--- src/rtl/operand_loader.sv ---
// Operand loader: debounces the entry/start buttons, writes switch operands into
// consecutive CPU registers, then issues one start request and tracks the run.

module operand_loader_debounce #(
   parameter logic [19:0] CYCLES = 20'd1_000_000
) (
   input  logic clk,
   input  logic rst,
   input  logic raw_i,
   output logic deb_o
);
   logic        s1_q, s2_q, deb_q;
   logic [19:0] cnt_q;

   always_ff @(posedge clk or negedge rst) begin
      if (!rst) begin
         s1_q  <= 1'b0;
         s2_q  <= 1'b0;
         deb_q <= 1'b0;
         cnt_q <= '0;
      end else begin
         s1_q <= raw_i;
         s2_q <= s1_q;
         // the level only moves after CYCLES consecutive differing samples
         if (s2_q == deb_q) begin
            cnt_q <= '0;
         end else if (cnt_q == CYCLES - 20'd1) begin
            deb_q <= s2_q;
            cnt_q <= '0;
         end else begin
            cnt_q <= cnt_q + 20'd1;
         end
      end
   end

   assign deb_o = deb_q;
endmodule

module operand_loader #(
   parameter logic [19:0] DEBOUNCE_CYCLES = 20'd1_000_000,
   parameter int          NUM_OPERANDS    = 4,
   parameter int          FIRST_REG       = 4
) (
   input  logic        clk,
   input  logic        rst,
   input  logic        input_press,
   input  logic        start_press,
   input  logic [15:0] input_num,
   input  logic        cpu_done,
   output logic        wr_en,
   output logic [4:0]  wr_addr,
   output logic [31:0] wr_data,
   output logic        start_req,
   output logic [2:0]  loaded_cnt,
   output logic [2:0]  phase
);
   localparam logic [2:0] S_IDLE    = 3'd0;
   localparam logic [2:0] S_WRITE   = 3'd1;
   localparam logic [2:0] S_RELEASE = 3'd2;
   localparam logic [2:0] S_ARMED   = 3'd3;
   localparam logic [2:0] S_RUN     = 3'd4;
   localparam logic [2:0] S_DONE    = 3'd5;

   // bit 0: operand entry button, bit 1: start button
   logic [1:0] raw, deb, deb_prev_q, evt_q;
   assign raw = {start_press, input_press};

   for (genvar g = 0; g < 2; g++) begin : g_btn
      operand_loader_debounce #(.CYCLES(DEBOUNCE_CYCLES)) u_deb (
         .clk   (clk),
         .rst   (rst),
         .raw_i (raw[g]),
         .deb_o (deb[g])
      );
   end

   always_ff @(posedge clk or negedge rst) begin
      if (!rst) begin
         deb_prev_q <= '0;
         evt_q      <= '0;
      end else begin
         deb_prev_q <= deb;
         evt_q      <= deb & ~deb_prev_q;
      end
   end

   logic [2:0]  state_q, state_d;
   logic [2:0]  cnt_q, cnt_d;
   logic [4:0]  addr_q, addr_d;
   logic [15:0] data_q, data_d;
   logic        start_q, start_d;

   always_comb begin
      state_d = state_q;
      cnt_d   = cnt_q;
      addr_d  = addr_q;
      data_d  = data_q;
      start_d = 1'b0;
      case (state_q)
         S_IDLE: if (evt_q[0]) begin
            data_d  = input_num;
            addr_d  = 5'(FIRST_REG) + {2'b00, cnt_q};
            state_d = S_WRITE;
         end
         S_WRITE: begin
            cnt_d   = cnt_q + 3'd1;
            state_d = S_RELEASE;
         end
         S_RELEASE: if (!deb[0]) begin
            state_d = (cnt_q == 3'(NUM_OPERANDS)) ? S_ARMED : S_IDLE;
         end
         S_ARMED: if (evt_q[1]) begin
            start_d = 1'b1;
            state_d = S_RUN;
         end
         S_RUN: if (cpu_done) state_d = S_DONE;
         S_DONE: state_d = S_DONE;
         default: state_d = S_IDLE;
      endcase
   end

   always_ff @(posedge clk or negedge rst) begin
      if (!rst) begin
         state_q <= S_IDLE;
         cnt_q   <= '0;
         addr_q  <= 5'(FIRST_REG);
         data_q  <= '0;
         start_q <= 1'b0;
      end else begin
         state_q <= state_d;
         cnt_q   <= cnt_d;
         addr_q  <= addr_d;
         data_q  <= data_d;
         start_q <= start_d;
      end
   end

   assign wr_en      = (state_q == S_WRITE);
   assign wr_addr    = addr_q;
   assign wr_data    = {16'h0000, data_q};
   assign start_req  = start_q;
   assign loaded_cnt = cnt_q;
   assign phase      = state_q;
endmodule

--- config.mk ---
export PLATFORM = sky130hd
export DESIGN_NAME = operand_loader
export DESIGN_NICKNAME = d
export VERILOG_FILES = /design/src/rtl/operand_loader.sv
export SDC_FILE = /design/constraint.sdc
export NUM_CORES = 1
export LEC_CHECK = 0
export ABC_CLOCK_PERIOD_IN_PS = 2000
export CORE_MARGIN = 3
export CORE_UTILIZATION = 47
export DETAILED_ROUTE_END_ITERATION = 16
export GPL_TIMING_DRIVEN = 1
export PLACE_DENSITY = 0.76
export SETUP_SLACK_MARGIN = 0.2
export SLEW_MARGIN = 30
export SYNTH_ARGS = -nofsm -noshare
export SYNTH_HDL_FRONTEND = slang
export SYNTH_SLANG_ARGS = --single-unit
--- constraint.sdc ---
create_clock -name clk -period 2 [get_ports clk]
set_clock_uncertainty 0.1 [all_clocks]
set_input_delay 0.4 -clock clk [delete_from_list [all_inputs] [get_ports clk]]
set_output_delay 0.4 -clock clk [all_outputs]
set_load 0.005 [all_outputs]
==> metrics.csv, run 1 <==
metric,value,unit
status,finished clean,
Overall Power,2.91,mW
final net count,445,
initial antenna violation count,0,
GRT met1 Usage,22.6,%
Global Route met3 Usage,4.96,%
initial drt markers,229,
Congestion Overflow GR,0,
mapped cell area,3530,um^2
first-pass GRT wire length,12600,um
layout cells sized above 1,29.2,%
clk_lat worst skew,360,ps
clk sink count,77,
Initial Utilization,50.3,%
placed instance count,472,
Worst R2R End,g_btn[1].u_deb.cnt_q[17],
number of synthesis warnings,0,
mean post-synth cell area,10.9,um^2
Power Dens Cells,611,nW/um^2
Max IR drop VDD,361,uV
Cells after Synth,324,
sequential fraction of the synthesis area,54.6,%
area of placed instances,4200,um^2
vias per cell,5.18,
drt drc,0,
critical path cell sequence,nand4_1 -> or4_4 -> or4b_1 -> a21oi_1,
Worst Path Arrival,2080,ps
CP startpoint kind,flop,
Worst Setup SP,g_btn[1].u_deb.cnt_q[7],
CTS HTree Levels,3,
"Top FF cell, synth",dfrtp_1,
Area growth syn-to-layout,35.0,%
dpl hpwl,4870,um
diodes inserted,0,
Die X,92.7,um
ys async rst share,100,%
GR Util met2,31.2,%
Die Ht,92.7,um
design area,4760,um^2
Fill cells,517,
Crit Path Class,flop to flop,
Setup crit end kind,flop,
largest net degree at the start of global routing,43,
Layout Cells excl Fill,521,
"delay-heaviest family, CP",simple AND/OR/NAND/NOR gates,
"count leader, synth",dfrtp_1,
ranking of synthesized cells by area,"dfrtp_1 54%, mux2_2 6.7%, xnor2_1 5.2%, buf_4 3.6%, nor2_1 3.3%",
CP peak stage delay,590,ps
clock root buffer,clkbuf_8,
Setup Viol. Count Final,0,
WP data required,2190,ps
register bit total from synthesis,77,
Top Ports,66,
Period minus WS final,1890,ps
cts bufs inserted,9,
share of the synthesized area in the top cell type,53.9,%
slowest cell on the critical path,or4_4,
Core Rows,30,
LEAKAGE,2.06,nW
GP Congestion,0.839,
MaxCap Viol Count,0,
Cell variety after synth,40,
DRT Pass-1 Iters,4,
reg2reg start,g_btn[1].u_deb.cnt_q[7],
WP depth,4,
RSZ-0062 raised after global routing,yes,
die area,8590,um^2
Bufs and invs on worst path,0,
total core area,7020,um^2
CTS tree,yes,
Wirelength per Cell,14.7,um
routed via count,2698,
Hold Fails Final Rpt,0,
R2R Setup Slk,110,ps
Yosys top cell by area,dfrtp_1,
final-report max-slew violation count,0,
R2R cell count,4,
CP Capture Point,g_btn[1].u_deb.cnt_q[17],
period utilization,94.5,%
Post-synth EDFFs,0,
CP Max Fanout,6,
Sum Neg Setup Slack,0,ps
Tightest Hold Check Type,flop to flop,
post-detailed-route count of antenna-violating nets,0,
fmax,529,MHz
commonest cells in the netlist,"76 x dfrtp_1, 31 x nor2_1, 21 x mux2_2, 21 x xnor2_1",
Total GRT Usage,18.6,%
busiest grt layer,met2,
vias in the first global route,2727,
drt total wl,7640,um
Port Buf Inserts,48,
clk slew on worst S/H paths,80,ps
Clock Path Buffers,2,
-- metrics by stage --
stage / setup WS [ps] / hold slack (ps) / util, %
finish: 110 / 251 / 67.9
floorplan: 52.8 / 4.41 / -
CTS: 102 / 253 / 65.6
detailed placement: 25.4 / 235 / 59.8
global placement: 71.6 / 235 / 59.8
global route: 24.2 / 261 / 67.9
-- final cells by class --
type	count	area (um^2)	area share (%)
sequential	77	1940	40.7
multi-input combinational	222	1580	33.2
timing repair buffer	94	860	18.0
clock buffer	10	138	2.89
tap	96	120	2.52
clock inverter	6	62.6	1.31
inverter	16	60.1	1.26
-- layout by cell type, fill, tap and decap left out, drive strengths merged, types with 9 or more instances in the layout --
cell type      instances
mux2                  21
a21oi                 12
nand2                 17
nand4                  9
conb                  17
nand3                 17
buf                   46
inv                   16
clkdlybuf4s50         42
nor3                  10
xnor2                 21
clkbuf                11
nor2                  31
dfrtp                 76
-- layer usage --
| layer | vias to the layer above | routed length, um |
|---|---|---|
| met3 | 18 | 424 |
| met5 | - | 0 |
| met1 | 1317 | 3200 |
| li1 | 1280 | - |
| met2 | 83 | 3830 |
| met4 | 0 | 178 |
-- cell families after synthesis --
logic type               Yosys count  synth area share [%]
other                              1                 0.106
flip-flops                        77                  54.6
AND/OR/NAND/NOR                  119                  17.7
multiplexers                      23                  7.27
buffers and inverters             41                  6.27
adder cells (fa/ha/maj)            4                  1.42
XOR/XNOR                          28                  6.95
AO/OA/AOI/OAI                     31                  5.67
-- repair_timing --
action,CTS,global route
cloned,0,1
hold buffers,1,0
resized for setup,13,32
setup buffers,24,7
hold endpoints to repair,34,0
endpoints found under the setup margin,28,43
pin swaps,10,9
-- flip-flops by register name, summed over array words and instances, names as in the netlist --
signal,cells
data_q,16
deb_prev_q,2
evt_q,2
g_btn.u_deb.cnt_q,40
g_btn.u_deb.deb_o,2
g_btn.u_deb.s1_q,2
g_btn.u_deb.s2_q,2
loaded_cnt,3
phase,3
start_req,1
wr_addr,4
-- where the power goes --
part | total (mW) | internal (mW) | switching [mW]
sequential | 1.58 | 1.57 | 0.0140
combinational | 0.151 | 0.0725 | 0.0781
clock | 1.18 | 0.605 | 0.573
-- worst min-delay path by stage --
stage	start	to	cells past startpoint	slack, ps
after floorplan	rst	data_q[0]	0	4
after global placement	g_btn[0].u_deb.s1_q	g_btn[0].u_deb.s2_q	0	230
after detailed placement	g_btn[0].u_deb.s1_q	g_btn[0].u_deb.s2_q	0	230
after CTS	g_btn[0].u_deb.s1_q	g_btn[0].u_deb.s2_q	0	250
after global routing	g_btn[1].u_deb.s1_q	g_btn[1].u_deb.s2_q	0	260
final	g_btn[0].u_deb.s1_q	g_btn[0].u_deb.s2_q	0	250
(Power assumes the default switching activity.)
==> run 2, diff against run 1 <==
Settings changed: CTS_CLUSTER_SIZE set to 40, GPL_TIMING_DRIVEN 1 to unset.
==> results of run 2 <==
No change in the layout: final DEF, timing and power equal those of run 1.
==> run 3, diff against run 2 <==
Settings changed: MAX_ROUTING_LAYER set to met4.
==> metrics.csv, run 3 (same netlist as run 1, synthesis figures left out) <==
metric,value,unit
status,finished clean,
Area growth syn-to-layout,35.2,%
worst hold start,g_btn[0].u_deb.s1_q,
drt total wl,7630,um
final net count,446,
WP data required,2190,ps
most frequent cells in the layout,"66 x dfrtp_1, 42 x clkdlybuf4s50_1, 41 x buf_4",
GP Congestion,0.852,
Wirelength per Cell,14.6,um
Worst R2R End,g_btn[1].u_deb.cnt_q[17],
CP Max Fanout,6,
Die X,92.7,um
Global Route met3 Usage,5.85,%
Top Ports,66,
Period minus WS final,1890,ps
Setup Viol. Count Final,0,
Tightest Hold Check Type,flop to flop,
max reg flops,40,
clk sink count,77,
hold depth,0,
Total GRT Usage,19.2,%
first-pass GRT wire length,12600,um
largest net degree at the start of global routing,43,
RSZ-0062 raised after global routing,yes,
routed via count,2716,
final-report max-slew violation count,0,
Port Buf Inserts,48,
Fill cells,517,
power share of the clock group,40.5,%
Crit Path Class,flop to flop,
fmax,529,MHz
R2R Setup Slk,110,ps
vias per cell,5.20,
Congestion Overflow GR,0,
switching power total,0.669,mW
Hold Fails Final Rpt,0,
GRT met1 Usage,22.6,%
drt drc,0,
DRT Pass-1 Iters,4,
Core Rows,30,
diodes inserted,0,
post-detailed-route count of antenna-violating nets,0,
Sum Neg Setup Slack,0,ps
Register Area,1940,um^2
area of the multi-input gates,1590,um^2
dpl hpwl,4870,um
CTS HTree Levels,3,
vias in the first global route,2730,
MaxCap Viol Count,0,
Initial Utilization,50.3,%
"most common cell after layout, fill and taps aside",dfrtp_1,
Max IR drop VDD,361,uV
LEAKAGE,2.06,nW
die area,8590,um^2
clk_lat worst skew,360,ps
layout cells sized above 1,29.6,%
CP startpoint kind,flop,
clock root buffer,clkbuf_8,
Switching Fraction,22.9,%
Die Ht,92.7,um
reg2reg start,g_btn[1].u_deb.cnt_q[7],
period utilization,94.5,%
Clock Path Buffers,2,
total core area,7020,um^2
busiest grt layer,met2,
CTS tree,yes,
Worst Path Arrival,2080,ps
Comb pwr share,5.2,%
GR Util met2,31.2,%
clk slew on worst S/H paths,80,ps
Power Dens Cells,611,nW/um^2
Top reg by flops,g_btn.u_deb.cnt_q,
Setup crit end kind,flop,
cts bufs inserted,9,
initial antenna violation count,0,
Reg power frac,54.3,%
Internal,2.25,mW
Overall Power,2.92,mW
Hold Path End,g_btn[0].u_deb.s2_q,
initial drt markers,209,
R2R cell count,4,
-- run 3: cell count changes in the layout (fill, tap and decap cells not counted) --
| cell | change |
|---|---|
| buf_6 | -1 |
| nand3_1 | -1 |
| nand3_2 | +1 |
| buf_4 | +2 |
-- run 3: area by class of cell --
type	instances	share of cell area (%)
sequential	77	40.7
multi-input combinational	222	33.3
timing repair buffer	95	18.1
clock buffer	10	2.88
tap	96	2.52
clock inverter	6	1.31
inverter	16	1.26
-- run 3: critical path, stage by stage, from the launching register on --
cell and delay, ps:
dfrtp_1 370, nand4_1 170, or4_4 590, or4b_1 480, a21oi_1 120
-- run 3: power groups by stage --
stage | logic, mW | registers (mW) | clock network [mW]
after CTS | 0.143 | 1.58 | 1.20
after global routing | 0.170 | 1.59 | 1.29
after detailed placement | 0.129 | 1.62 | 0
after floorplan | 0.0646 | 1.62 | 0
after global placement | 0.126 | 1.62 | 0
final | 0.152 | 1.58 | 1.18
-- run 3: timing repair --
action | in CTS | in global routing
hold endpoints to repair | 34 | 0
setup endpoints to repair | 28 | 43
pin swaps | 10 | 9
buffers inserted | 24 | 7
gates resized for setup | 13 | 34
hold buffers | 1 | 0
gates cloned | 0 | 2
-- run 3: worst max path at each step --
stage / startpoint / to / cells after the start
after floorplan: g_btn[1].u_deb.cnt_q[2] / g_btn[1].u_deb.cnt_q[18] / 5
after global placement: g_btn[1].u_deb.cnt_q[7] / g_btn[1].u_deb.cnt_q[17] / 4
after detailed placement: g_btn[1].u_deb.cnt_q[7] / g_btn[1].u_deb.cnt_q[17] / 4
after CTS: g_btn[1].u_deb.cnt_q[4] / g_btn[1].u_deb.cnt_q[18] / 4
after global routing: g_btn[1].u_deb.cnt_q[7] / g_btn[1].u_deb.cnt_q[17] / 4
final: g_btn[1].u_deb.cnt_q[7] / g_btn[1].u_deb.cnt_q[17] / 4
-- run 3: layer usage --
layer | routed length, um | vias to the layer above
met5 | 0 | -
met4 | 161 | 0
met3 | 429 | 17
met2 | 3860 | 77
met1 | 3180 | 1335
li1 | - | 1287
-- run 3: per-stage QoR --
step / hold WS, ps / worst slack (ps) / util (%) / area (um^2) / std cells
3_3_place_gp: 235 / 71.6 / 59.8 / 4200 / 472
3_5_place_dp: 235 / 25.4 / 59.8 / 4200 / 472
6_report: 252 / 110 / 68.0 / 4770 / 522
2_1_floorplan: 4.41 / 52.8 / - / 3640 / 340
5_1_grt: 261 / 24.1 / 68.0 / 4770 / 522
4_1_cts: 253 / 102 / 65.6 / 4610 / 513
